[src/rtl/uart_pkg.sv]
// Shared UART definitions: FSM state encoding and parity-type constants,
// used by both the transmitter and the receiver side of the link.
package uart_pkg;

   typedef enum logic [2:0] {
      IDLE  = 3'd0,
      START = 3'd1,
      DATA  = 3'd2,
      PAR   = 3'd3,
      STOP  = 3'd4
   } uart_state_e;

   localparam logic PAR_EVEN = 1'b0;
   localparam logic PAR_ODD  = 1'b1;

endpackage

[src/rtl/uart_tx_if.sv]
// Byte handshake plus serial output bundle between a requester (master)
// and the UART transmitter (slave).
interface uart_tx_if #(
   parameter int DATA_WIDTH     = 8,
   parameter int PRESCALE_WIDTH = 6
);
   logic [DATA_WIDTH-1:0]     P_DATA;
   logic                      DATA_VALID;
   logic                      PAR_EN;
   logic                      PAR_TYP;
   logic [PRESCALE_WIDTH-1:0] Prescale;
   logic                      TX_OUT;
   logic                      Busy;

   modport master (
      output P_DATA, DATA_VALID, PAR_EN, PAR_TYP, Prescale,
      input  TX_OUT, Busy
   );

   modport slave (
      input  P_DATA, DATA_VALID, PAR_EN, PAR_TYP, Prescale,
      output TX_OUT, Busy
   );
endinterface

[src/rtl/uart_tx_parity_calc.sv]
// Combinational parity over a data word; par_typ selects even or odd.
module uart_tx_parity_calc
   import uart_pkg::*;
#(
   parameter int DATA_WIDTH = 8
) (
   input  logic [DATA_WIDTH-1:0] data,
   input  logic                  par_typ,
   output logic                  par_bit
);

   assign par_bit = (par_typ == PAR_ODD) ? ~^data : ^data;

endmodule

[src/rtl/uart_tx.sv]
// UART transmitter: start bit, DATA_WIDTH data bits LSB first, optional
// parity bit (only built when UART_TX_PARITY_EN is defined), one stop bit.
module uart_tx
   import uart_pkg::*;
#(
   parameter int DATA_WIDTH     = 8,
   parameter int PRESCALE_WIDTH = 6
) (
   input  logic     CLK,
   input  logic     RST,
   uart_tx_if.slave bus
);

   localparam int BW = (DATA_WIDTH > 1) ? $clog2(DATA_WIDTH) : 1;

   uart_state_e               state, state_nxt;
   logic [DATA_WIDTH-1:0]     data_q;
   logic [PRESCALE_WIDTH-1:0] presc_q;
   logic [PRESCALE_WIDTH-1:0] cnt;
   logic [BW-1:0]             bit_cnt;
   logic                      tx_q, busy_q, tx_d, busy_d;
   logic                      accept, wrap, last_bit;

`ifdef UART_TX_PARITY_EN
   logic par_en_q, par_typ_q, par_bit;

   uart_tx_parity_calc #(.DATA_WIDTH(DATA_WIDTH)) u_parity (
      .data    (data_q),
      .par_typ (par_typ_q),
      .par_bit (par_bit)
   );
`else
   logic unused_par_inputs;
   assign unused_par_inputs = bus.PAR_EN ^ bus.PAR_TYP;
`endif

   // Accept is keyed on the FSM being idle, so back-to-back requests get
   // exactly one idle-high cycle between the stop bit and the next start.
   assign accept   = (state == IDLE) && bus.DATA_VALID;
   assign wrap     = (cnt == presc_q - PRESCALE_WIDTH'(1));
   assign last_bit = (bit_cnt == BW'(DATA_WIDTH - 1));

   // NOTE: sequential state uses non-blocking assignments so every register
   // samples pre-edge values; blocking here would create order-dependent races.
   always_ff @(posedge CLK) begin
      if (RST) state <= IDLE;
      else     state <= state_nxt;
   end

   // NOTE: every combinational output gets a default first, so no path
   // through the case leaves it unassigned and no latch is inferred.
   always_comb begin
      state_nxt = state;
      case (state)
         IDLE:  if (bus.DATA_VALID) state_nxt = START;
         START: if (wrap) state_nxt = DATA;
`ifdef UART_TX_PARITY_EN
         DATA:  if (wrap && last_bit) state_nxt = par_en_q ? PAR : STOP;
         PAR:   if (wrap) state_nxt = STOP;
`else
         DATA:  if (wrap && last_bit) state_nxt = STOP;
`endif
         STOP:  if (wrap) state_nxt = IDLE;
         default: state_nxt = IDLE;
      endcase
   end

   always_comb begin
      tx_d   = 1'b1;
      busy_d = 1'b1;
      case (state)
         IDLE:  busy_d = 1'b0;
         START: tx_d   = 1'b0;
         DATA:  tx_d   = data_q[bit_cnt];
`ifdef UART_TX_PARITY_EN
         PAR:   tx_d   = par_bit;
`endif
         STOP:  tx_d   = 1'b1;
         default: busy_d = 1'b0;
      endcase
   end

   // NOTE: RST is synchronous, so it is tested inside the clocked block and
   // never appears in the sensitivity list; shadow registers are cleared too.
   always_ff @(posedge CLK) begin
      if (RST) begin
         cnt     <= '0;
         bit_cnt <= '0;
         data_q  <= '0;
         presc_q <= '0;
`ifdef UART_TX_PARITY_EN
         par_en_q  <= 1'b0;
         par_typ_q <= 1'b0;
`endif
      end else if (accept) begin
         cnt     <= '0;
         bit_cnt <= '0;
         data_q  <= bus.P_DATA;
         presc_q <= bus.Prescale;
`ifdef UART_TX_PARITY_EN
         par_en_q  <= bus.PAR_EN;
         par_typ_q <= bus.PAR_TYP;
`endif
      end else if (state != IDLE) begin
         cnt <= wrap ? '0 : cnt + PRESCALE_WIDTH'(1);
         if (state == START)         bit_cnt <= '0;
         else if (state == DATA && wrap) bit_cnt <= bit_cnt + BW'(1);
      end
   end

   // Outputs are registered from the current state, so the line lags the
   // FSM by one cycle and has no combinational path from any input.
   always_ff @(posedge CLK) begin
      if (RST) begin
         tx_q   <= 1'b1;
         busy_q <= 1'b0;
      end else begin
         tx_q   <= tx_d;
         busy_q <= busy_d;
      end
   end

   assign bus.TX_OUT = tx_q;
   assign bus.Busy   = busy_q;

endmodule
[src/flat_wrapper.sv]
// flat-port wrapper written by rule: the top's interface ports become plain ports
module uart_tx_flat import uart_pkg::*;
#(
   parameter int DATA_WIDTH     = 8,
   parameter int PRESCALE_WIDTH = 6
)
  (CLK, RST, bus_P_DATA, bus_DATA_VALID, bus_PAR_EN, bus_PAR_TYP, bus_Prescale, bus_TX_OUT, bus_Busy);
  uart_tx_if #(.DATA_WIDTH(DATA_WIDTH), .PRESCALE_WIDTH(PRESCALE_WIDTH)) bus_i ();
  input  logic CLK;
  input  logic RST;
  input wire logic [$bits(bus_i.P_DATA)-1:0] bus_P_DATA;
  input wire logic [$bits(bus_i.DATA_VALID)-1:0] bus_DATA_VALID;
  input wire logic [$bits(bus_i.PAR_EN)-1:0] bus_PAR_EN;
  input wire logic [$bits(bus_i.PAR_TYP)-1:0] bus_PAR_TYP;
  input wire logic [$bits(bus_i.Prescale)-1:0] bus_Prescale;
  output wire logic [$bits(bus_i.TX_OUT)-1:0] bus_TX_OUT;
  output wire logic [$bits(bus_i.Busy)-1:0] bus_Busy;
  assign bus_i.P_DATA = bus_P_DATA;
  assign bus_i.DATA_VALID = bus_DATA_VALID;
  assign bus_i.PAR_EN = bus_PAR_EN;
  assign bus_i.PAR_TYP = bus_PAR_TYP;
  assign bus_i.Prescale = bus_Prescale;
  assign bus_TX_OUT = bus_i.TX_OUT;
  assign bus_Busy = bus_i.Busy;
  uart_tx #(.DATA_WIDTH(DATA_WIDTH), .PRESCALE_WIDTH(PRESCALE_WIDTH)) u_core (.CLK(CLK), .RST(RST), .bus(bus_i));
endmodule
[config.mk]
export PLATFORM = sky130hd
export DESIGN_NAME = uart_tx_flat
export DESIGN_NICKNAME = d
export VERILOG_FILES = /design/src/rtl/uart_pkg.sv /design/src/rtl/uart_tx_if.sv /design/src/rtl/uart_tx_parity_calc.sv /design/src/rtl/uart_tx.sv /design/src/flat_wrapper.sv
export SDC_FILE = /design/constraint.sdc
export NUM_CORES = 1
export LEC_CHECK = 0
export CAP_MARGIN = 15
export CELL_PAD_IN_SITES_DETAIL_PLACEMENT = 2
export CELL_PAD_IN_SITES_GLOBAL_PLACEMENT = 2
export CORE_ASPECT_RATIO = 1.2
export CORE_MARGIN = 2
export CORE_UTILIZATION = 33
export DETAILED_ROUTE_END_ITERATION = 8
export PLACE_DENSITY_LB_ADDON = 0.1
export SYNTH_ARGS = -nofsm -noshare
export SYNTH_HDL_FRONTEND = slang
export SYNTH_HIERARCHICAL = 1
export SYNTH_SLANG_ARGS = --single-unit
[constraint.sdc]
create_clock -name CLK -period 4.4 [get_ports CLK]
set_input_delay 0.88 -clock CLK [delete_from_list [all_inputs] [get_ports CLK]]
set_output_delay 0.88 -clock CLK [all_outputs]
set_load 0.01 [all_outputs]
# After elaboration in Yosys (flattened, before gate mapping)
# Cells that the tools add are included.
[word_totals] register_bits=28 output_inout_bits=2 elab_cells=42
[op_classes] add_sub_neg=3 n_lt_le_gt_ge=1 n_eq_ne=9 muxes=12 n_reduce_logical=10
[op_table] op="$mux W3" n=6
[op_table] op="$pmux W3 S4" n=1
[op_table] op="$add A6 B1 Y6 const B" n=1
[op_table] op="$eq A3 B3 Y1 const B" n=2
[op_table] op="$eq A6 B6 Y1" n=1
[op_table] op="$mux W6" n=1
[op_table] op="$ne A2 B1 Y1 const B" n=3
[op_table] op="$sub A6 B1 Y6 const B" n=1
[op_table] op="$lt A3 B4 Y1 const B" n=1
[op_table] op="$reduce_and A4 Y1" n=1
[op_table] op="$add A3 B1 Y3 const B" n=1
[op_table] op="$bmux W1 S3" n=1
[op_table] op="$eq A3 B1 Y1 const B" n=1
[op_table] op="$eq A3 B2 Y1 const B" n=1
[op_table] op="$logic_and A1 B1 Y1" n=3
[op_table] op="$logic_not A3 Y1" n=1
[op_table] op="$reduce_bool A3 Y1" n=1
[op_table] op="$reduce_or A3 Y1" n=1
[op_table] op="$mux W1" n=2
[op_table] op="$ne A2 B2 Y1 const B" n=1
[op_table] op="$pmux W1 S2" n=1
[op_table] op="$reduce_and A2 Y1" n=1
[op_table] op="$reduce_bool A2 Y1" n=1
[op_table] op="$reduce_or A2 Y1" n=1

# Depth between registers and ports, before layout
# Gate-level depths: netlist (run 1).
[depth] word_depth=5 ltp_mapped=8 mapped_depth_nobuf=7

# Worst setup path before layout (run 1)
# Ideal clock, no wire load.
[synth_path] path_kind="reg-to-reg" startpoint="reg u_core.presc_q[0]" endpoint="reg u_core.state[2]" arrival_time_ns=1.876 required_time_ns=4.320 path_slack_ns=2.445 path_stages_with_launch=8 path_buffers=0 path_cell_list="dfxtp_1 > inv_1 > ha_1 > xnor2_1 > nor2_1 > nand4b_4 > or4_1 > a211oi_2"
[synth_via] elab_chain_len=5 word_cells_on_any_way=7
[synth_rtl] item="start: declaration" line_no="uart_tx.sv:18" rtl="logic [PRESCALE_WIDTH-1:0] presc_q;"
[synth_rtl] item="start signal: assignment" line_no="uart_tx.sv:99" rtl="presc_q <= bus.Prescale;"
[synth_rtl] item="$sub A6 B1 Y6 (*)" line_no="uart_tx.sv:40" rtl="assign wrap = (cnt == presc_q - PRESCALE_WIDTH'(1));"
[synth_rtl] item="$eq A6 B6 Y1 (*)" line_no="uart_tx.sv:40"
[synth_rtl] item="$logic_and A1 B1 Y1" line_no="uart_tx.sv:61" rtl="DATA: if (wrap && last_bit) state_nxt = STOP;"
[synth_rtl] item="$ne A2 B1 Y1 (no source line)"
[synth_rtl] item="$reduce_and A4 Y1 (no source line) (*)"
[synth_rtl] item="end signal: assignment" line_no="uart_tx.sv:47" rtl="else state <= state_nxt;"
[synth_rtl] item="end: declaration" line_no="uart_tx.sv:16" rtl="uart_state_e state, state_nxt;"
# Mark *: on every way between the ends. The rest lies on a longest branch, timed or not.
# A chain may end at the register's enable or synchronous reset.

# Worst setup path in the final report (run 1)
# Ends and elaborated chain as after synthesis.

==> results of run 1 <==
-- final cells by class --
| type | instances | area (sq um) | share of cell area |
|---|---|---|---|
| clock buffers | 4 | 55.1 | 0.0313 |
| multi-input cells | 143 | 857 | 0.487 |
| repair buffers | 21 | 203 | 0.115 |
| inverters | 4 | 15.0 | 0.00853 |
| well taps | 56 | 70.1 | 0.0398 |
| flip-flops and latches | 28 | 561 | 0.318 |
-- synthesized netlist by cell type (all sizes together) --
| cell | count | area (sq um) |
|---|---|---|
| nor4 | 3 | 25.0 |
| a211oi | 2 | 20.0 |
| nand4b | 1 | 23.8 |
| o22ai | 5 | 31.3 |
| a21oi | 22 | 110 |
| nor3 | 4 | 20.0 |
| nand2 | 45 | 169 |
| or2 | 3 | 18.8 |
| and3 | 2 | 12.5 |
| or3 | 2 | 12.5 |
| o211ai | 1 | 7.51 |
| xor2 | 2 | 17.5 |
| mux2i | 3 | 30.0 |
| inv | 4 | 15.0 |
| nand4 | 1 | 6.26 |
| dfxtp | 28 | 561 |
| nand3 | 3 | 15.0 |
| and2 | 1 | 6.26 |
| and4bb | 1 | 12.5 |
| nand2b | 4 | 25.0 |
| o21ai | 5 | 25.0 |
| mux4 | 2 | 45.0 |
| nor2 | 11 | 41.3 |
| clkbuf | 11 | 41.3 |
| ha | 4 | 50.1 |
| o21bai | 1 | 7.51 |
| xnor2 | 4 | 35.0 |
| or4 | 1 | 7.51 |
| nor4b | 1 | 15.0 |
| nor3b | 2 | 15.0 |
| o31a | 1 | 8.76 |
| a2111oi | 1 | 8.76 |
| o211a | 1 | 10.0 |
| nor2b | 4 | 25.0 |
| buf | 1 | 3.75 |
-- metal layers --
| metal | track usage | vias to the layer above | part of all wire |
|---|---|---|---|
| li1 | - | 667 | - |
| met1 | 0.187 | 673 | 0.41 |
| met2 | 0.342 | 14 | 0.56 |
| met3 | 0.0235 | 5 | 0.023 |
| met4 | 0.0563 | 0 | 0.013 |
| met5 | 0 | - | 0 |
-- report_power, final --
part	internal (mW)	switching, mW	leakage [nW]
registers	0.263	0.0101	0.229
logic	0.0373	0.0430	0.393
clock network	0.0804	0.0844	0.0288
-- flip-flops by register name, summed over array words and instances (netlist names) --
signal / count
u_core/bus.TX_OUT: 1
u_core/bit_cnt: 3
u_core/cnt: 6
u_core/data_q: 8
u_core/presc_q: 6
u_core/bus.Busy: 1
u_core/state: 3
-- critical path, delay by kind of cell (launching register included) --
family	cells	cell delay [ns]
AO/OA/AOI/OAI	3	0.76
flip-flops	1	0.44
buffers and inverters	1	0.08
AND/OR/NAND/NOR	2	0.72
adder cells (fa/ha/maj)	1	0.24
-- worst max-delay path by stage --
stage	startpoint	end	slack, ns	cells past startpoint
floorplan	u_core/presc_q[0]	u_core/state[2]	2.44	7
global placement	RST	u_core/cnt[4]	1.96	4
detailed placement	RST	u_core/cnt[5]	1.90	4
CTS	u_core/presc_q[0]	u_core/state[2]	2.07	7
global route	u_core/presc_q[0]	u_core/state[2]	1.93	7
finish	u_core/presc_q[0]	u_core/state[2]	2.08	7
-- logic make-up after synthesis --
logic type               Yosys count
AO/OA/AOI/OAI                     39
XOR/XNOR                           6
adder cells (fa/ha/maj)            4
buffers and inverters             16
flip-flops                        28
multiplexers                       5
AND/OR/NAND/NOR                   89
-- per-stage QoR --
stage,hold WS (ns),setup WS (ns),utilization,total power [mW]
detailed placement,0.452,1.90,0.397,0.361
global placement,0.440,1.96,0.397,0.356
global route,0.501,1.93,0.410,0.546
floorplan,0.433,2.44,-,0.326
CTS,0.466,2.07,0.410,0.526
finish,0.465,2.08,0.410,0.518
==> reports/qor.yml, run 1 <==
synth_area_per_cell_sq_um: 7.90
min_path_type: "register to register"
grt_max_degree: 17
fillers: 523
fmax_mhz: 431
numCtsBuffers: 3
wire_per_inst_um: 15.9
place_inst: 252
synthCells: 187
drv_slew: 0
synth_fp_nets: 210
cts_tree: "built"
finClkSkew_ns: 0.000997
min_period_ns: 2.32
synth_compound_area_frac: 0.155
fin_crit_sh: 0.527
coreArea_sq_mm: 0.00429
clk_pin_slew_ns: 0.10
htree_levels: 1
synth_seq_cells: 28
yosys.area_share.adder: 0.0339
layout-drive-gt1-share: 0.0750
initial_utilization: 0.344
maxSlewHeadroom: 0.628
die_w_um: 65.1
synth_top_family_by_area: "simple AND/OR/NAND/NOR gates"
final_common_cell: "nand2_1"
dr.pass1.iters: 4
worst_r2r_endpoint: "u_core/state[2]"
r2r_start: "u_core/presc_q[0]"
r2r_slack_ns: 2.08
synthXorXnorAreaFrac: 0.0356
ys_warn_count: 6
crit_path_max_incr_delay_ns: 0.54
chipHeight_um: 77.3
endpoint_kind: "register"
status: "finished clean"
finalSetupTns_ns: 0
r2r_cells: 7
p_leak_nw: 0.650
grt_pass1_vias: 1467
stdcell_area_sq_mm: 0.00176
drtIter0Drc: 42
insertion_delay_ns: 0.28
num_antenna_cells: 0
rsz0062_at_grt: "no"
layout_common_cells: "45 x nand2_1, 28 x dfxtp_1, 22 x a21oi_1"
yosysUniqueCellTypes: 38
io_pins: 21
synth_mux_area_frac: 0.0508
cts.path.max_buffers: 2
worst-path-max-fanout: 13
rows: 26
seq_area_frac_synth: 0.379
grt_pass1_wl_um: 6800
vias_per_cell: 5.31
placed_area_sq_mm: 0.00171
power_density_mw_per_mm2: 295
die_area_sq_mm: 0.00503
maxCapViolCount: 0
min_to: "u_core/data_q[1]"
setup_viol: 0
hold_viol_final: 0
io_buffers: 18
post-cts-setup-buffers: 0
grtUsageTotal: 0.175
crit_type: "register to register"
worst_pin_slew_ns: 0.557
cts_hold_buf: 0
clkSinkCount: 28
antenna_found_initial: 0
synthesis.area_sq_mm: 0.00148
critPathLaunchType: "register"
final_cell_count_no_fill: 256
finalNetCount: 224
overflow: 0
crit_chain: "inv_1, ha_1, nand2b_1, o211a_1, o31a_1, or4_1, a211oi_2"
cts_resized: 0
worstHoldStart: "u_core/data_q[1]"
cp.arrival_ns: 2.53
cp_slowest_cell: "or4_1"
place_hpwl_um: 3060
ir_drop_mv: 0.117
synthSimpleGateAreaFrac: 0.305
via_count: 1359
area_growth_pct: 19.1
drc: 0
root_buffer: "clkbuf_8"
holdPathStages: 2
worst-endpoint-required_ns: 4.61
gp_congestion: 0.745
ant_nets: 0
drt-total-wl_um: 4080
(Power assumes the default switching activity.)
==> run 2: changes to the inputs <==
- CORE_UTILIZATION: 33 -> 28
- clock period: 4.4 -> 2 ns (I/O delays scaled with it)
==> run 2 against run 1 <==
Register-to-register slack worse by 2.0 ns. Power up 120%. Hold slack worse by 0.0019 ns. Routed wire length rose by 3.9%. Global-route usage decreased by 2.3 points. Combinational power grew to 2.6 times the previous value. Critical path type unchanged. Largest power group unchanged.
==> reports/qor.yml, run 2 (synthesis results as in run 1) <==
chipHeight_um: 83.6  # was 77.3 um
endpoint_kind: "register"  # unchanged
largestRegisters: "u_core/data_q x8, u_core/cnt x6, u_core/presc_q x6"  # unchanged
finalSetupTns_ns: 0  # unchanged
status: "finished clean"  # unchanged
clk_pin_slew_ns: 0.10  # about the same
maxCapViolCount: 0  # unchanged
place_inst: 264  # was 252
finalNetCount: 232  # was 224
htree_levels: 1  # unchanged
min_period_ns: 1.90  # was 2.32 ns
io_buffers: 18  # unchanged
p_clk_frac: 0.283  # was 0.318
maxSlewHeadroom: 0.657  # was 0.628
via_count: 1388  # was 1,359
coreArea_sq_mm: 0.00501  # was 0.00429 sq mm
multi_input_area_sq_um: 887  # was 857 sq um
ant_nets: 0  # unchanged
rows: 28  # was 26
io_pins: 21  # unchanged
post-cts-setup-buffers: 0  # unchanged
grt_util_met2: 0.295  # was 0.342
crit_type: "register to register"  # unchanged
grt_max_degree: 17  # unchanged
rsz0062_at_grt: "no"  # unchanged
drt-total-wl_um: 4240  # was 4080 um
cts_tree: "built"  # unchanged
power_frac_seq: 0.534  # was 0.527
internal_power_mw: 0.818  # was 0.381 mW
gp_congestion: 0.746  # was 0.745
ir_drop_mv: 0.226  # was 0.117 mV
met1_usage: 0.168  # was 0.187
layout_common_cells: "45 x nand2_1, 26 x dfxtp_1, 22 x a21oi_1"  # was 45 x nand2_1, 28 x dfxtp_1, 22 x a21oi_1
die_area_sq_mm: 0.00588  # was 0.00503 sq mm
p_leak_nw: 0.692  # was 0.650 nW
min_path_type: "register to register"  # unchanged
final_cell_count_no_fill: 267  # was 256
wire_per_inst_um: 15.9  # about the same
final_common_cell: "nand2_1"  # unchanged
num_antenna_cells: 0  # unchanged
power_density_mw_per_mm2: 611  # was 295 mW/mm^2
clkSinkCount: 28  # unchanged
die_w_um: 70.3  # was 65.1 um
grt-busiest-layer: "met2"  # unchanged
fmax_mhz: 527  # was 431 MHz
regArea_sq_um: 563  # was 561 sq um
insertion_delay_ns: 0.28  # about the same
grt_pass1_vias: 1485  # was 1,467
fin_crit_sh: 0.949  # was 0.527
grt_pass1_wl_um: 7160  # was 6800 um
worst-path-max-fanout: 4  # was 13
cts_hold_buf: 0  # unchanged
numCtsBuffers: 3  # unchanged
drtIter0Drc: 57  # was 42
cts_resized: 2  # was 0
grtUsageTotal: 0.152  # was 0.175
sw_frac_of_total: 0.273  # was 0.265
hold_viol_final: 0  # unchanged
area_growth_pct: 24.8  # was 19.1%
setup_viol: 0  # unchanged
cts.path.max_buffers: 2  # unchanged
drv_slew: 0  # unchanged
overflow: 0  # unchanged
cp.arrival_ns: 2.11  # was 2.53 ns
finClkSkew_ns: 0.00853  # was 0.000997 ns
vias_per_cell: 5.20  # was 5.31
antenna_found_initial: 0  # unchanged
critPathLaunchType: "register"  # unchanged
drc: 0  # unchanged
initial_utilization: 0.295  # was 0.344
fillers: 596  # was 523
dr.pass1.iters: 2  # was 4
place_hpwl_um: 3260  # was 3060 um
p_switching_mw: 0.308  # was 0.138 mW
top_register: "u_core/data_q"  # unchanged
worst_pin_slew_ns: 0.513  # was 0.557 ns
root_buffer: "clkbuf_8"  # unchanged
met3_usage: 0.0181  # was 0.0235
combPwrFrac: 0.183  # was 0.155
worst-endpoint-required_ns: 2.21  # was 4.61 ns
layout-drive-gt1-share: 0.130  # was 0.0750
largest_register_ffs: 8  # unchanged
==> run 2: cell count changes in the layout (fill, tap and decap cells not counted), sizes merged <==
| cell | delta |
|---|---|
| buf | +8 |
| clkbuf | -1 |
==> run 2: metal layers <==
layer  vias up  routed length [um]
met5         -                   0
met4         0                  38
met3         4                 100
met2        19                2370
met1       682                1730
li1        683                   -
==> run 2: worst max-delay path, cell delays in order (launching register included) <==
cell,delay (ns)
dfxtp_2,0.33
inv_1,0.08
ha_4,0.16
nand2_1,0.06
o211a_1,0.21
o31a_1,0.27
or4_1,0.49
a211oi_2,0.22
==> run 2: through the flow <==
| step | setup WS [ns] | utilization | hold slack, ns | instance area (sq um) | power, mW |
|---|---|---|---|---|---|
| 6_report | 0.102 | 0.368 | 0.463 | 1840 | 1.13 |
| 2_1_floorplan | 0.0446 | - | 0.433 | 1480 | 0.717 |
| 4_1_cts | 0.0120 | 0.362 | 0.469 | 1810 | 1.13 |
| 5_1_grt | 0.00207 | 0.368 | 0.492 | 1840 | 1.20 |
| 3_5_place_dp | 0.0251 | 0.353 | 0.455 | 1770 | 0.813 |
| 3_3_place_gp | 0.0708 | 0.353 | 0.439 | 1770 | 0.803 |
==> run 2: power groups by stage <==
stage	combinational (mW)	sequential, mW	clock (mW)
after detailed placement	0.200	0.614	0
after global routing	0.230	0.606	0.361
after global placement	0.192	0.611	0
final	0.206	0.601	0.319
after floorplan	0.111	0.606	0
after CTS	0.201	0.601	0.330
==> run 2: cell type report <==
cell class | instances | share of cell area
flip-flops and latches | 28 | 0.305
multi-input cells | 143 | 0.481
clock buffers | 3 | 0.0224
inverters | 4 | 0.00814
repair buffers | 29 | 0.142
well taps | 60 | 0.0407
==> run 2: final timing paths <==
check	from	end	slack, ns	depth (start not counted)
max reg2reg	u_core/presc_q[0]	u_core/state[2]	0.10	7
min reg2reg	u_core/data_q[6]	u_core/data_q[6]	0.46	2
max	u_core/presc_q[0]	u_core/state[2]	0.10	7
min	u_core/data_q[6]	u_core/data_q[6]	0.46	2
==> run 3: changes to the inputs <==
- CORE_UTILIZATION: 28 -> 33
- clock period: 2 -> 2.2 ns (I/O delays scaled with it)
==> run 3 against run 2 <==
Hold slack lost 0.0011 ns. Largest power group unchanged. Maximum frequency shrank 8.3%. Count of clock-buffer cells in the layout is the same. Largest cell class unchanged. Design area shrank 3.1%. Non-clock buffer count shrank 3. First-iteration DRC count grew 3.5%. Sequential share of layout area grew 0.89 points. Die area shrank 14%. Via count shrank 3.3%. Register-to-register slack gained 0.03 ns. Critical path depth grew 1.
==> reports/qor.yml, run 3 (synthesis results as in run 1) <==
worst-endpoint-required_ns: 2.40  # was 2.21 ns
overflow: 0  # unchanged
min_to: "u_core/data_q[3]"  # was u_core/data_q[6]
dr.pass1.iters: 4  # was 2
area_growth_pct: 21.0  # was 24.8%
critPathLaunchType: "register"  # unchanged
insertion_delay_ns: 0.27  # was 0.28 ns
status: "finished clean"  # unchanged
r2r_start: "u_core/presc_q[1]"  # was u_core/presc_q[0]
final_common_cell: "nand2_1"  # unchanged
setup_viol: 0  # unchanged
die_w_um: 65.1  # was 70.3 um
vias_per_cell: 5.16  # was 5.20
layout-drive-gt1-share: 0.103  # was 0.130
finalNetCount: 229  # was 232
worstHoldStart: "u_core/data_q[3]"  # was u_core/data_q[6]
preCtsSetupSlack_ns: 0.0715  # was 0.0251 ns
grt_max_degree: 17  # unchanged
min_path_type: "register to register"  # unchanged
chipHeight_um: 77.3  # was 83.6 um
cts_resized: 0  # was 2
setup_slack_ns: 0.129  # was 0.102 ns
path_depth: 8  # was 7
io_buffers: 18  # unchanged
gp_congestion: 0.796  # was 0.746
maxCapViolCount: 0  # unchanged
cts.path.max_buffers: 2  # unchanged
io_pins: 21  # unchanged
finClkSkew_ns: 0.00684  # was 0.00853 ns
rows: 26  # was 28
numCtsBuffers: 3  # unchanged
crit_chain: "inv_1, ha_1, nand2b_1, o211a_1, o31a_1, buf_4, and4bb_1, mux2i_1"  # was inv_1, ha_4, nand2_1, o211a_1, o31a_1, or4_1, a211oi_2
rsz0062_at_grt: "no"  # unchanged
top_register: "u_core/data_q"  # unchanged
die_area_sq_mm: 0.00503  # was 0.00588 sq mm
drt-total-wl_um: 4180  # was 4240 um
fmax_mhz: 483  # was 527 MHz
maxSlewHeadroom: 0.680  # was 0.657
largest_register_ffs: 8  # unchanged
cp_slowest_cell: "dfxtp_2"  # was or4_1
place_hpwl_um: 3280  # was 3260 um
hold_viol_final: 0  # unchanged
cts_tree: "built"  # unchanged
grtUsageTotal: 0.182  # was 0.152
cts_hold_buf: 0  # unchanged
clk_pin_slew_ns: 0.10  # about the same
grt_pass1_wl_um: 7220  # was 7160 um
endpoint_kind: "register"  # unchanged
largestRegisters: "u_core/data_q x8, u_core/cnt x6, u_core/presc_q x6"  # unchanged
coreArea_sq_mm: 0.00429  # was 0.00501 sq mm
wire_per_inst_um: 16.1  # was 15.9 um
cp.arrival_ns: 2.27  # was 2.11 ns
p_leak_nw: 0.666  # was 0.692 nW
worst_pin_slew_ns: 0.478  # was 0.513 ns
crit_path_max_incr_delay_ns: 0.38  # was 0.49 ns
r2r_cells: 8  # was 7
ir_drop_mv: 0.240  # was 0.226 mV
grt_pass1_vias: 1485  # unchanged
fin_crit_sh: 0.941  # was 0.949
antenna_found_initial: 0  # unchanged
htree_levels: 1  # unchanged
num_antenna_cells: 0  # unchanged
root_buffer: "clkbuf_8"  # unchanged
holdPathStages: 2  # unchanged
worst-path-max-fanout: 6  # was 4
layout_common_cells: "45 x nand2_1, 27 x dfxtp_1, 22 x a21oi_1"  # was 45 x nand2_1, 26 x dfxtp_1, 22 x a21oi_1
finalSetupTns_ns: 0  # unchanged
ant_nets: 0  # unchanged
whs_ns: 0.462  # was 0.463 ns
initial_utilization: 0.344  # was 0.295
min_period_ns: 2.07  # was 1.90 ns
clkSinkCount: 28  # unchanged
fin_util: 0.416  # was 0.368
fillers: 530  # was 596
worst_r2r_endpoint: "u_core/bit_cnt[2]"  # was u_core/state[2]
power_density_mw_per_mm2: 560  # was 611 mW/mm^2
crit_type: "register to register"  # unchanged
via_count: 1342  # was 1,388
post-cts-setup-buffers: 0  # unchanged
drc: 0  # unchanged
drtIter0Drc: 59  # was 57
r2r_slack_ns: 0.13  # was 0.10 ns
crit_family: "simple AND/OR/NAND/NOR gates"  # was compound AO/OA/AOI/OAI gates
cp.buffers_inverters: 2  # was 1
drv_slew: 0  # unchanged
==> run 3: cell types whose count changed in the layout (fill, tap and decap cells not counted), sizes merged <==
cell,previous run,this run
buf,11,8
==> run 3: power breakdown <==
part | switching [mW] | internal (mW)
logic | 0.0922 | 0.0841
clock network | 0.156 | 0.123
registers | 0.0188 | 0.527
total | 0.267 | 0.734
==> run 3: routing by layer <==
| layer | track usage | up-vias | wire length, um |
|---|---|---|---|
| met3 | 0.0191 | 2 | 77 |
| li1 | - | 674 | - |
| met2 | 0.347 | 11 | 2390 |
| met4 | 0.0438 | 0 | 25 |
| met5 | 0 | - | 0 |
| met1 | 0.213 | 655 | 1690 |
==> run 3: how the worst max path moves through the flow <==
stage | start | to | slack, ns
6_report | u_core/presc_q[1] | u_core/bit_cnt[2] | 0.13
5_1_grt | u_core/presc_q[1] | u_core/bit_cnt[2] | 0.01
4_1_cts | u_core/presc_q[1] | u_core/bit_cnt[2] | 0.04
3_5_place_dp | u_core/presc_q[1] | u_core/bit_cnt[2] | 0.07
3_3_place_gp | u_core/presc_q[1] | u_core/state[2] | 0.22
2_1_floorplan | u_core/presc_q[0] | u_core/state[2] | 0.24
==> run 3: tightest hold or removal path: stages (launching register included) <==
cell     delay [ns]
dfxtp_1        0.32
nand2_1        0.05
a21oi_1        0.06
==> run 3: final cells by class <==
| cell class | count | area, sq um | area share |
|---|---|---|---|
| Tap cell | 56 | 70.1 | 0.0392 |
| Sequential cell | 28 | 562 | 0.314 |
| Clock buffer | 3 | 41.3 | 0.0231 |
| Multi-Input combinational cell | 143 | 860 | 0.481 |
| Timing Repair Buffer | 26 | 240 | 0.134 |
| Inverter | 4 | 15.0 | 0.00840 |
==> run 3: through the flow <==
stage / instances / total power, mW / instance area (sq um)
4_1_cts: 260 / 1.02 / 1780
3_3_place_gp: 257 / 0.724 / 1740
5_1_grt: 260 / 1.06 / 1790
6_report: 260 / 1.00 / 1790
2_1_floorplan: 187 / 0.652 / 1480
3_5_place_dp: 257 / 0.736 / 1740
